===== config.mk =====
export PLATFORM = sky130hd
export DESIGN_NAME = mem_responder
export DESIGN_NICKNAME = d
export VERILOG_FILES = /design/src/rtl/mem_resp_pkg.sv /design/src/rtl/mem_resp_ram.sv /design/src/rtl/mem_responder.sv
export SDC_FILE = /design/constraint.sdc
export NUM_CORES = 2
export LEC_CHECK = 0
export BUFFER_PORTS_ARGS = -buffer_cell sky130_fd_sc_hd__buf_4
export CAP_MARGIN = 20
export CORE_UTILIZATION = 40
export CTS_CLUSTER_DIAMETER = 150
export CTS_CLUSTER_SIZE = 16
export DETAILED_ROUTE_END_ITERATION = 8
export GPL_ROUTABILITY_DRIVEN = 0
export PLACE_DENSITY_LB_ADDON = 0.2
export SETUP_SLACK_MARGIN = 0.1
export SYNTH_ARGS = -nofsm -noshare
export SYNTH_HDL_FRONTEND = slang
export SYNTH_SLANG_ARGS = --single-unit

===== constraint.sdc =====
create_clock -name clk -period 6.1 [get_ports clk]
set_input_delay 1.22 -clock clk [delete_from_list [all_inputs] [get_ports clk]]
set_output_delay 1.22 -clock clk [all_outputs]
set_load 0.005 [all_outputs]

===== src/rtl/mem_resp_pkg.sv =====
// rtl/mem_resp_pkg.sv - shared encodings and address map for mem_responder
package mem_resp_pkg;

  typedef enum logic [1:0] {
    CMD_NONE  = 2'b00,
    CMD_READ  = 2'b01,
    CMD_WRITE = 2'b10
  } cmd_e;

  typedef enum logic [1:0] {
    ST_IDLE   = 2'b00,
    ST_ACCESS = 2'b01,
    ST_DONE   = 2'b10
  } state_e;

  localparam logic [8:0] ADDR_SW  = 9'h140;
  localparam logic [8:0] ADDR_LED = 9'h100;
  localparam int         RAM_AW   = 8;

  // Encoding 2'b11 is deliberately folded into NONE.
  function automatic logic is_req(input logic [1:0] cmd);
    return (cmd == CMD_READ) || (cmd == CMD_WRITE);
  endfunction

endpackage


===== src/rtl/mem_resp_ram.sv =====
// rtl/mem_resp_ram.sv - single-port synchronous RAM with registered read
module mem_resp_ram
  import mem_resp_pkg::*;
#(
  parameter int DEPTH = 256
) (
  input  logic              clk,
  input  logic              we,
  input  logic [RAM_AW-1:0] addr,
  input  logic [15:0]       din,
  output logic [15:0]       dout
);

  logic [15:0] mem [DEPTH];

  always_ff @(posedge clk) begin
    if (we) begin
      mem[addr] <= din;
    end
    dout <= mem[addr];
  end

endmodule


===== src/rtl/mem_responder.sv =====
// rtl/mem_responder.sv - CPU bus responder for RAM, switch and LED registers
// Optional wait states in ACCESS are enabled by defining MEM_RESP_WAIT_EN.
module mem_responder
  import mem_resp_pkg::*;
#(
  parameter int WAIT_CYCLES = 2,
  parameter int RAM_DEPTH   = 256
) (
  input  logic        clk,
  input  logic        reset,
  input  logic [1:0]  mem_cmd,
  input  logic [8:0]  mem_addr,
  input  logic [15:0] write_data,
  output logic [15:0] read_data,
  output logic        mem_ready,
  input  logic [7:0]  sw_in,
  output logic [7:0]  led_out,
  output logic        addr_err
);

  state_e            state, state_nxt;
  logic [1:0]        cmd_q;
  logic [8:0]        addr_q;
  logic [15:0]       wdata_q;
  logic [7:0]        sw_meta, sw_sync;
  logic [15:0]       ram_dout;
  logic [RAM_AW-1:0] ram_addr;
  logic              ram_we;
  logic              last_access;
  logic              commit;
  logic              start;
  logic              is_ram;

  assign start  = (state == ST_IDLE) && is_req(mem_cmd);
  assign is_ram = (addr_q[8] == 1'b0);

`ifdef MEM_RESP_WAIT_EN
  logic [7:0] wait_cnt;

  always_ff @(posedge clk) begin
    if (reset) begin
      wait_cnt <= '0;
    end else if (start) begin
      wait_cnt <= 8'(WAIT_CYCLES);
    end else if ((state == ST_ACCESS) && (wait_cnt != 8'd0)) begin
      wait_cnt <= wait_cnt - 8'd1;
    end
  end

  assign last_access = (wait_cnt == 8'd0);
`else
  logic [31:0] wait_cycles_unused;
  assign wait_cycles_unused = WAIT_CYCLES;
  assign last_access        = 1'b1;
`endif

  always_ff @(posedge clk) begin
    if (reset) begin
      state <= ST_IDLE;
    end else begin
      state <= state_nxt;
    end
  end

  always_comb begin
    state_nxt = state;
    mem_ready = 1'b0;
    commit    = 1'b0;
    case (state)
      ST_IDLE: begin
        if (is_req(mem_cmd)) state_nxt = ST_ACCESS;
      end
      ST_ACCESS: begin
        if (last_access) begin
          commit    = 1'b1;
          state_nxt = ST_DONE;
        end
      end
      ST_DONE: begin
        mem_ready = 1'b1;
        if (!is_req(mem_cmd)) state_nxt = ST_IDLE;
      end
      default: state_nxt = ST_IDLE;
    endcase
  end

  // RAM is addressed straight from the bus in IDLE so its read latency
  // overlaps the request edge; afterwards the latched address holds it.
  assign ram_addr = (state == ST_IDLE) ? mem_addr[RAM_AW-1:0] : addr_q[RAM_AW-1:0];
  assign ram_we   = commit && (cmd_q == CMD_WRITE) && is_ram && !reset;

  mem_resp_ram #(
    .DEPTH(RAM_DEPTH)
  ) u_ram (
    .clk  (clk),
    .we   (ram_we),
    .addr (ram_addr),
    .din  (wdata_q),
    .dout (ram_dout)
  );

  always_ff @(posedge clk) begin
    if (reset) begin
      sw_meta <= '0;
      sw_sync <= '0;
    end else begin
      sw_meta <= sw_in;
      sw_sync <= sw_meta;
    end
  end

  always_ff @(posedge clk) begin
    if (reset) begin
      cmd_q     <= CMD_NONE;
      addr_q    <= '0;
      wdata_q   <= '0;
      read_data <= '0;
      led_out   <= '0;
      addr_err  <= 1'b0;
    end else begin
      if (start) begin
        cmd_q   <= mem_cmd;
        addr_q  <= mem_addr;
        wdata_q <= write_data;
      end
      if (commit) begin
        if (cmd_q == CMD_READ) begin
          if (is_ram) begin
            read_data <= ram_dout;
          end else if (addr_q == ADDR_SW) begin
            read_data <= {8'h00, sw_sync};
          end else begin
            read_data <= '0;
            addr_err  <= 1'b1;
          end
        end else begin
          if (addr_q == ADDR_LED) begin
            led_out <= wdata_q[7:0];
          end else if (!is_ram) begin
            addr_err <= 1'b1;
          end
        end
      end
    end
  end

endmodule


==> results.py <==
metrics = {
    "final_layout": {
        "layout_common_cells": "edfxtp_1, a22oi_1, a21oi_1",
        "multi_input_area_sq_mm": 0.02622,
        "fillCellCount": 32290,
        "drive_gt1_frac": 0.1249,
        "fin_nets": 9220,
        "area_growth_pct": 12.50,
        "design_area_sq_mm": 0.1725,
        "register_area_sq_mm": 0.1248,
        "layout_commonest_cell": "edfxtp_1",
        "utilization": 0.4535,
    },
    "clocking": {
        "cts-buffers-inserted": 300,
        "clk_latency_ps": 960,
        "cts_setup_buffers": 0,
        "clock-sinks": 4182,
        "cts-resized-gates": 0,
        "htree_levels": 5,
        "cts-root-buf": "clkbuf_16",
        "holdBufCountCts": 0,
        "cts_buffer_depth": 4,
        "cts_tree": "built",
        "path_clk_slew_ps": 70,
    },
    "drt": {
        "drc_errors": 0,
        "via_count": 88210,
        "wl_mm": 467.1,
        "avgRoutedWirePerCell_microns": 32.60,
        "drt_first_iter_violations": 11280,
        "drtPass1Iterations": 6,
        "routed_via_density": 6.156,
        "drtAntennaViolNets": 0,
    },
    "hold_path": {
        "hp-start": "sw_meta[2]",
        "hold_path_class": "flip-flop to flip-flop",
        "min_to": "sw_sync[2]",
        "whs_path_depth": 1,
    },
    "power": {
        "leakage_nw": 53.49,
        "ir_worst_vdd_mv": 0.2307,
        "power.density_mw_per_mm2": 324.4,
    },
    "floorplan": {
        "core_area_sq_mm": 0.3803,
        "core.rowCount": 226,
        "initial_core_util": 0.4031,
        "die_y_microns": 621.1,
        "fp.dieW_microns": 621.1,
        "die_area_sq_mm": 0.3858,
        "io_pins": 63,
    },
    "yosys": {
        "async_reset_ff_frac": 0,
        "synth_area_leader_cell": "edfxtp_1",
        "syn_area_sq_mm": 0.1533,
        "synthTopCellsByArea": "edfxtp_1, a22oi_1, a21oi_1",
        "ys_seq_area_frac": 0.8135,
        "syn_area_per_cell_sq_um": 17.46,
        "ys.warnings.count": 0,
        "synth_top_area_share": 0.8023,
        "synthCells": 8783,
        "ys_seq_elements": 4182,
        "synth_nets": 8820,
        "synthFlopType": "edfxtp_1",
        "synth_edf_count": 4096,
        "ys_types": 44,
    },
    "sta": {
        "finalSetupViolations": 0,
        "drv_slew": 0,
        "fin_skew_ps": 56.12,
        "worst_pin_slew_ps": 1239,
        "period_minus_slack_ps": 5224,
        "relSlewSlack": 0.1634,
        "fin_crit_sh": 0.8563,
        "hold_violations": 0,
        "rsz0062_at_grt": "false",
        "fmax_mhz": 191.4,
        "finalSetupTns_ps": 0,
    },
    "global_routing": {
        "grt_pass1_wl_mm": 654.6,
        "overflow": 0,
        "grt_use_total": 0.2338,
        "antenna_found_initial": 20,
        "grt_pass1_vias": 85120,
        "grt_max_degree": 193,
    },
    "worst_setup_path": {
        "reg2regPathDepth": 9,
        "path_max_fanout": 129,
        "r2r_slack_ps": 880,
        "worst-path-buf-inv": 2,
        "cp_data_arrival_time_ps": 6020,
        "r2r_start": "state[1]",
        "startpoint_type": "flip-flop",
        "worstPathCellList": "nor2_4, o21ai_4, buf_16, buf_12, a22oi_1, a21oi_1, o41ai_2, a41oi_1, or4_1",
        "critical_path_class": "flip-flop to flip-flop",
        "reg2reg_to": "u_ram.dout[10]",
        "cp.required_ps": 6900,
        "cp_slowest_stage_delay_ps": 1050,
        "end_kind": "flip-flop",
        "cp_top_family": "compound AO/OA/AOI/OAI gates",
        "cp_slowest_cell": "o41ai_2",
    },
    "place": {
        "dpl-instance-area_sq_mm": 0.1641,
        "io_buffers": 62,
        "dp_hpwl_mm": 270.4,
    },
    "status": {
        "status": "complete, no violations",
    },
    "flow_run": {
        "cap_violations": 0,
    },
}
==> power breakdown <==
group          leakage (nW)  internal [mW]  switching (mW)
Clock                  4.01           9.23            9.51
Combinational          9.27           1.36            3.71
Sequential             40.2           31.9           0.292
==> kinds of logic (layout without fill, tap and decap cells) <==
| group | Yosys count | count (layout) | share of synthesized area |
|---|---|---|---|
| DFF | 4182 | 4182 | 0.8135 |
| AOI/OAI and AO/OA | 3461 | 3461 | 0.1547 |
| buffers and inverters | 666 | 1185 | 0.01811 |
| and+or+nand+nor | 464 | 464 | 0.01303 |
| muxes | 8 | 8 | 0.0005223 |
| xor gates and xnor gates | 2 | 2 | 0.0001143 |
| other | 0 | 11 | 0 |
==> layout make-up <==
cell class | instances | share of cell area
Multi-Input combinational cell | 3935 | 0.1520
Clock buffer | 403 | 0.04669
Antenna cell | 11 | 0.0001596
Tap cell | 5016 | 0.03639
Sequential cell | 4182 | 0.7234
Timing Repair Buffer | 760 | 0.03990
Clock inverter | 18 | 0.001342
Inverter | 4 | 0.00008705
==> cells in the mapped netlist, types with 2 or more instances <==
library cell	number
or4_1	17
a31oi_1	2
inv_1	3
and2_1	3
nor2b_1	19
buf_1	59
a22oi_1	2048
o21ai_0	7
nand3b_1	4
o21a_1	6
nor2_1	280
or4b_1	2
buf_2	164
o41ai_1	256
nand3_1	31
nand2b_1	10
o31ai_1	4
a221oi_1	8
mux2i_1	8
a21oi_1	1060
a41oi_1	64
dfxtp_1	86
edfxtp_1	4096
clkbuf_1	429
o21ai_2	2
buf_6	9
nor3_1	9
nand2_1	81
==> per-stage QoR <==
stage / worst slack [ps] / std cells / hold WS (ps) / power [mW]
CTS: 991.3 / 14310 / 426.3 / 56.24
detailed placement: 627.8 / 13890 / 425.3 / 37.83
floorplan: 1829 / 8783 / 413.8 / 35.39
global placement: 92.38 / 13880 / 431.9 / 37.77
global route: 728.4 / 14320 / 451.0 / 57.43
finish: 876.5 / 14330 / 441.1 / 55.96
==> routing by layer <==
layer	GRT usage	wire length [microns]	share of wire	vias up
li1	-	-	-	37230
met1	0.3304	193600	0.41	46310
met2	0.3808	223600	0.48	4087
met3	0.02922	36170	0.077	571
met4	0.06736	13640	0.029	4
met5	0	27	0.000058	-
==> sequential cells by signal (all words and copies together) (netlist names) <==
name	count
addr_err	1
sw_meta	8
wdata_q	16
led_out	8
read_data	16
cmd_q	2
state	2
sw_sync	8
u_ram.mem	4096
u_ram.dout	16
addr_q	9
==> worst max-delay path by stage <==
| stage | to | startpoint | depth (start not counted) | slack [ps] |
|---|---|---|---|---|
| after global placement | u_ram.dout[7] | mem_addr[2] | 11 | 90 |
| after detailed placement | u_ram.dout[13] | mem_addr[0] | 12 | 630 |
| final | u_ram.dout[10] | state[1] | 9 | 880 |
| after CTS | u_ram.dout[13] | state[1] | 11 | 990 |
| after floorplan | u_ram.mem[0][0] | wdata_q[0] | 0 | 1830 |
| after global routing | u_ram.dout[9] | state[1] | 11 | 730 |
==> worst reg2reg max path, cell delays in order, from the launching register on <==
cell and delay [ps]:
dfxtp_1 390, nor2_4 650, o21ai_4 340, buf_16 260, buf_12 240, a22oi_1 660
a21oi_1 120, o41ai_2 1050, a41oi_1 740, or4_1 650
No activity file was read; power rests on OpenSTA's default activity.
